$ cat src/rtl/cpu6_bus_if.sv
// CPU6 single-byte memory/I/O bus interface: setup / access (wait-stretched) / hold bus cycle.
// Optional access timeout is compiled in with `define CPU6_BUS_TIMEOUT_EN.
module cpu6_bus_if #(
  parameter int ADDR_W   = 16,
  parameter int DATA_W   = 8,
  parameter int MIN_WAIT = 1,
  parameter int TIMEOUT  = 255
) (
  input  logic              clock,
  input  logic              reset,
  input  logic              req_valid,
  input  logic              req_write,
  input  logic [ADDR_W-1:0] req_addr,
  input  logic [DATA_W-1:0] req_wdata,
  output logic              req_ready,
  output logic              rsp_valid,
  output logic [DATA_W-1:0] rsp_rdata,
  output logic              rsp_err,
  output logic [ADDR_W-1:0] mem_addr,
  output logic [DATA_W-1:0] mem_wdata,
  output logic              mem_oe,
  output logic              mem_rd,
  output logic              mem_wr,
  input  logic [DATA_W-1:0] mem_rdata,
  input  logic              mem_ready
);

  typedef enum logic [1:0] {
    IDLE   = 2'd0,
    SETUP  = 2'd1,
    ACCESS = 2'd2,
    HOLD   = 2'd3
  } state_t;

  // Counter must reach both MIN_WAIT-1 and TIMEOUT-1; beyond that it only saturates.
  localparam int CNT_TOP = (MIN_WAIT > TIMEOUT) ? MIN_WAIT : TIMEOUT;
  localparam int CNT_W   = $clog2(CNT_TOP + 1);
  localparam logic [CNT_W-1:0] CNT_SAT = {CNT_W{1'b1}};
`ifdef CPU6_BUS_TIMEOUT_EN
  localparam logic [CNT_W-1:0] TO_LAST = CNT_W'(TIMEOUT - 1);
`endif

  state_t            state_q, state_d;
  logic [CNT_W-1:0]  cnt_q, cnt_d;
  logic [CNT_W:0]    cnt_inc_s;
  logic              min_met_s;
  logic              write_q, write_d;
  logic [ADDR_W-1:0] addr_q, addr_d;
  logic [DATA_W-1:0] wdata_q, wdata_d;
  logic [DATA_W-1:0] rdata_q, rdata_d;
  logic              oe_q, oe_d;
  logic              rd_q, rd_d;
  logic              wr_q, wr_d;
  logic              rsp_valid_q, rsp_valid_d;
  logic              rsp_err_q, rsp_err_d;

  // cnt_q + 1 >= MIN_WAIT is the same as cnt_q >= MIN_WAIT-1 without an unsigned underflow
  assign cnt_inc_s = {1'b0, cnt_q} + {{CNT_W{1'b0}}, 1'b1};
  assign min_met_s = (cnt_inc_s >= (CNT_W + 1)'(MIN_WAIT));

  always_comb begin
    state_d     = state_q;
    cnt_d       = cnt_q;
    write_d     = write_q;
    addr_d      = addr_q;
    wdata_d     = wdata_q;
    rdata_d     = rdata_q;
    oe_d        = oe_q;
    rd_d        = 1'b0;
    wr_d        = 1'b0;
    rsp_valid_d = 1'b0;
    rsp_err_d   = 1'b0;
    case (state_q)
      IDLE: begin
        if (req_valid) begin
          state_d = SETUP;
          write_d = req_write;
          addr_d  = req_addr;
          wdata_d = req_wdata;
          oe_d    = req_write;
        end else begin
          state_d = IDLE;
        end
      end
      SETUP: begin
        state_d = ACCESS;
        cnt_d   = {CNT_W{1'b0}};
        rd_d    = ~write_q;
        wr_d    = write_q;
      end
      ACCESS: begin
        if (min_met_s && mem_ready) begin
          state_d     = HOLD;
          rsp_valid_d = 1'b1;
          if (!write_q) begin
            rdata_d = mem_rdata;
          end else begin
            rdata_d = rdata_q;
          end
`ifdef CPU6_BUS_TIMEOUT_EN
        end else if (cnt_q == TO_LAST) begin
          state_d     = HOLD;
          rsp_valid_d = 1'b1;
          rsp_err_d   = 1'b1;
`endif
        end else begin
          cnt_d = (cnt_q == CNT_SAT) ? cnt_q : cnt_inc_s[CNT_W-1:0];
          rd_d  = ~write_q;
          wr_d  = write_q;
        end
      end
      HOLD: begin
        state_d = IDLE;
        oe_d    = 1'b0;
      end
      default: begin
        state_d = IDLE;
        oe_d    = 1'b0;
      end
    endcase
  end

  // Reset kills strobes and the write drive immediately, without waiting for a clock.
  always_ff @(posedge clock or negedge reset) begin
    if (!reset) begin
      state_q     <= IDLE;
      cnt_q       <= {CNT_W{1'b0}};
      write_q     <= 1'b0;
      addr_q      <= {ADDR_W{1'b0}};
      wdata_q     <= {DATA_W{1'b0}};
      rdata_q     <= {DATA_W{1'b0}};
      oe_q        <= 1'b0;
      rd_q        <= 1'b0;
      wr_q        <= 1'b0;
      rsp_valid_q <= 1'b0;
      rsp_err_q   <= 1'b0;
    end else begin
      state_q     <= state_d;
      cnt_q       <= cnt_d;
      write_q     <= write_d;
      addr_q      <= addr_d;
      wdata_q     <= wdata_d;
      rdata_q     <= rdata_d;
      oe_q        <= oe_d;
      rd_q        <= rd_d;
      wr_q        <= wr_d;
      rsp_valid_q <= rsp_valid_d;
      rsp_err_q   <= rsp_err_d;
    end
  end

  assign req_ready = (state_q == IDLE);
  assign rsp_valid = rsp_valid_q;
  assign rsp_rdata = rdata_q;
  assign rsp_err   = rsp_err_q;
  assign mem_addr  = addr_q;
  assign mem_wdata = wdata_q;
  assign mem_oe    = oe_q;
  assign mem_rd    = rd_q;
  assign mem_wr    = wr_q;

endmodule

$ cat config.mk
export PLATFORM = sky130hd
export DESIGN_NAME = cpu6_bus_if
export DESIGN_NICKNAME = d
export VERILOG_FILES = /design/src/rtl/cpu6_bus_if.sv
export SDC_FILE = /design/constraint.sdc
export NUM_CORES = 1
export LEC_CHECK = 0
export ABC_CLOCK_PERIOD_IN_PS = 2400
export BUFFER_PORTS_ARGS = -buffer_cell sky130_fd_sc_hd__buf_4
export CAP_MARGIN = 20
export CORE_ASPECT_RATIO = 1.4
export CORE_MARGIN = 4
export CORE_UTILIZATION = 49
export DETAILED_ROUTE_END_ITERATION = 10
export GPL_ROUTABILITY_DRIVEN = 0
export PLACE_DENSITY_LB_ADDON = 0.15
export SYNTH_ARGS = -nofsm -noshare
export SYNTH_HDL_FRONTEND = slang
export SYNTH_SLANG_ARGS = --single-unit
$ cat constraint.sdc
create_clock -name clock -period 2.4 [get_ports clock]
set_input_delay 0 -clock clock [delete_from_list [all_inputs] [get_ports clock]]
set_output_delay 0 -clock clock [all_outputs]
set_load 0.05 [all_outputs]
==> summary.md <==
| Metric | Value |
|---|---|
| Post-Syn Instances | 167 |
| Synth Warn # | 0 |
| Routed len/inst | 15.02 µm |
| Syn_nets | 210 |
| Met3 capacity usage during global routing | 4.325% |
| Global routing usage summed across all routing layers | 19.12% |
| Setup slack, reg-to-reg | 100 ps |
| CTS Buf Count | 5 |
| Worst EP required | 2590 ps |
| Antenna violations before repair | 0 |
| Inserted Diodes | 0 |
| Layout cells sized above 1 | 45.20% |
| CTS tree | yes |
| DP HPWL | 3218 µm |
| Mapped Avg Cell Area | 12.72 µm² |
| Final Setup Violations | 0 |
| Max_cap viols | 0 |
| Most instantiated cells after synthesis | dfrtp_1 (47), mux2_2 (35), nand2_1 (13) |
| Fin crit share | 95.97% |
| Count leader, synth | dfrtp_1 |
| Number of I/O pins | 75 |
| Final Util | 75.77% |
| Slew Limit Fails | 0 |
| Max_slew headroom | 61.43% |
| Critical path type | reg2reg |
| WP data arrival | 2490 ps |
| CTS max path bufs | 2 |
| DIE AREA | 5468 µm² |
| Worst r2r src | cnt_q[0]$_DFFE_PN0P_ |
| Clock-pin slew on the worst setup and hold paths | 80 ps |
| Initial DRC Count | 94 |
| Clk sinks | 47 |
| Asr flop ratio synth | 100.0% |
| Vias in the first global route | 1,815 |
| Vias per cell | 5.138 |
| Drt drc | 0 |
| Top Usage Layer GRT | met2 |
| Register area share after synthesis | 55.36% |
| Die Height | 85.91 µm |
| Global-route wire length before repair | 8217 µm |
| Post-synthesis to final-layout area growth | 49.94% |
| Post-synth top area cell | dfrtp_1 |
| Top-area cell type share of the netlist area | 55.36% |
| Clk_skew | 2.881 ps |
| HP Class | in2reg |
| PD cells | 1436 nW/µm² |
| Synth cell types | 32 |
| Drt first pass iters | 4 |
| LEAKAGE | 1.526 nW |
| Status | complete, no violations |
| M2 GR Usage | 35.46% |
| Number of flops mapped to enable cells by yosys | 0 |
| DRT antenna net count | 0 |
| Met1 global-route usage | 20.87% |
| Worst-skew pair later-pin latency | 290 ps |
| Max IR drop VDD | 1.035 mV |
| Total Neg Setup Slack | 0 ps |
| Count of final hold-check violations | 0 |
| Pin count of the biggest net entering global routing | 48 |
| Fillers | 285 |
| DP Worst Slack | 108.8 ps |
| Root Buffer | clkbuf_8 |
| F_max | 434.1 MHz |
| Final Net Count | 323 |
| Largest cells by area after synthesis | dfrtp_1 (55%), mux2_2 (19%), ha_1 (3.5%) |
| Port-buffer cells | 73 |
| Post-Synthesis Cell Area | 2125 µm² |
| Critical R2R Capture | rsp_rdata[1]$_DFFE_PN0P_ |
| Tightest Pin Transition | 578.6 ps |
| Core Rows | 28 |
| Worst Slack Setup Final | 96.62 ps |
| R2R depth | 7 |
| Chip Width | 63.65 µm |
| Initial Util | 50.54% |
| Hold path cells | 4 |
| Hold wc startpoint | req_valid |
| Synth Flop Type | dfrtp_1 |
| Core area | 4204 µm² |
| Crit path max fanout | 9 |
| Worst hold slack | 30.78 ps |
| Vias | 1,675 |
| Routed WL | 4897 µm |
| Final min period | 2303 ps |
| Crit. End Element | flip-flop |
| H-tree levels | 2 |
| #FFs+latches synth | 47 |
| Gr ovfl total | 0 |
| Min-Delay Endpoint | mem_oe$_DFFE_PN0P_ |
| CP startpoint kind | flip-flop |
layout make-up:
| type | instances | area (µm²) | area share, % |
|---|---|---|---|
| Sequential cell | 47 | 1177 | 36.96 |
| Timing Repair Buffer | 114 | 953.4 | 29.93 |
| Multi-Input combinational cell | 103 | 869.6 | 27.30 |
| Clock buffer | 7 | 86.33 | 2.710 |
| Tap cell | 45 | 56.30 | 1.767 |
| Inverter | 9 | 33.78 | 1.060 |
| Clock inverter | 1 | 8.758 | 0.2749 |
flip-flops by register name, indices dropped and copies added, names as in the netlist:
register	count
mem_oe	1
write_q	1
mem_addr	16
rsp_valid	1
rsp_rdata	8
mem_wr	1
cnt_q	8
state_q	2
mem_wdata	8
mem_rd	1
placed cells by master (no fill, tap or decap), types with 4 or more instances in the layout:
cell type | Yosys | layout
buf_4 | 1 | 79
dfrtp_1 | 47 | 46
mux2_2 | 35 | 35
dlygate4sd3_1 | 0 | 34
nand2_1 | 13 | 13
inv_1 | 9 | 9
nand3_1 | 6 | 6
mux2i_1 | 6 | 6
ha_1 | 6 | 6
clkbuf_8 | 0 | 6
nor2_1 | 5 | 5
nand4_1 | 4 | 4
o21ai_0 | 4 | 4
cells by family (layout without fill, tap and decap cells):
group / Yosys count / after routing / synth area share, %
fa+ha+maj: 6 / 6 / 3.533
simple gates: 39 / 39 / 9.894
mux: 41 / 41 / 21.38
other cells: 1 / 1 / 0.1765
flops: 47 / 47 / 55.36
buf+inv: 17 / 131 / 3.710
compound gates: 16 / 16 / 5.949
worst max-delay path: stages, from the launching register on:
cell and delay, ps:
dfrtp_2 460, ha_1 310, or4b_1 540, a32oi_2 210
buf_4 190, a211oi_4 70, buf_12 140, mux2_2 260
report_power, final:
group	internal [mW]	switching [mW]
registers	1.15	0.235
logic	0.986	1.70
clock network	0.236	0.260
through the flow:
step / cells / power [mW] / instance area [µm²]
after floorplan: 167 / 3.224 / 2125
after global placement: 283 / 3.983 / 2729
after detailed placement: 283 / 4.032 / 2729
after CTS: 325 / 4.575 / 3164
after global routing: 326 / 4.809 / 3186
final: 326 / 4.575 / 3186
worst max-delay path by stage:
stage                                    start                       end  slack [ps]
final                     cnt_q[0]$_DFFE_PN0P_  rsp_rdata[1]$_DFFE_PN0P_         100
after global routing      cnt_q[0]$_DFFE_PN0P_  rsp_rdata[3]$_DFFE_PN0P_          -4
after CTS                 cnt_q[0]$_DFFE_PN0P_  rsp_rdata[1]$_DFFE_PN0P_         100
after detailed placement  cnt_q[0]$_DFFE_PN0P_  rsp_rdata[1]$_DFFE_PN0P_         110
after global placement    cnt_q[0]$_DFFE_PN0P_  rsp_rdata[2]$_DFFE_PN0P_         180
after floorplan           cnt_q[0]$_DFFE_PN0P_      cnt_q[1]$_DFFE_PN0P_         200
layer usage:
metal / vias to the layer above / part of all wire [%]
li1: 814 / -
met1: 808 / 38
met2: 45 / 55
met3: 8 / 4.2
met4: 0 / 2.3
met5: - / 0
repair_timing:
item / 4_1_cts / 5_1_grt
resized for setup: 0 / 1
hold endpoints to repair: 80 / 0
setup buffers: 0 / 1
endpoints found under the setup margin: 0 / 8
hold buffers: 34 / 0
No activity file was read; power rests on OpenSTA's default activity.
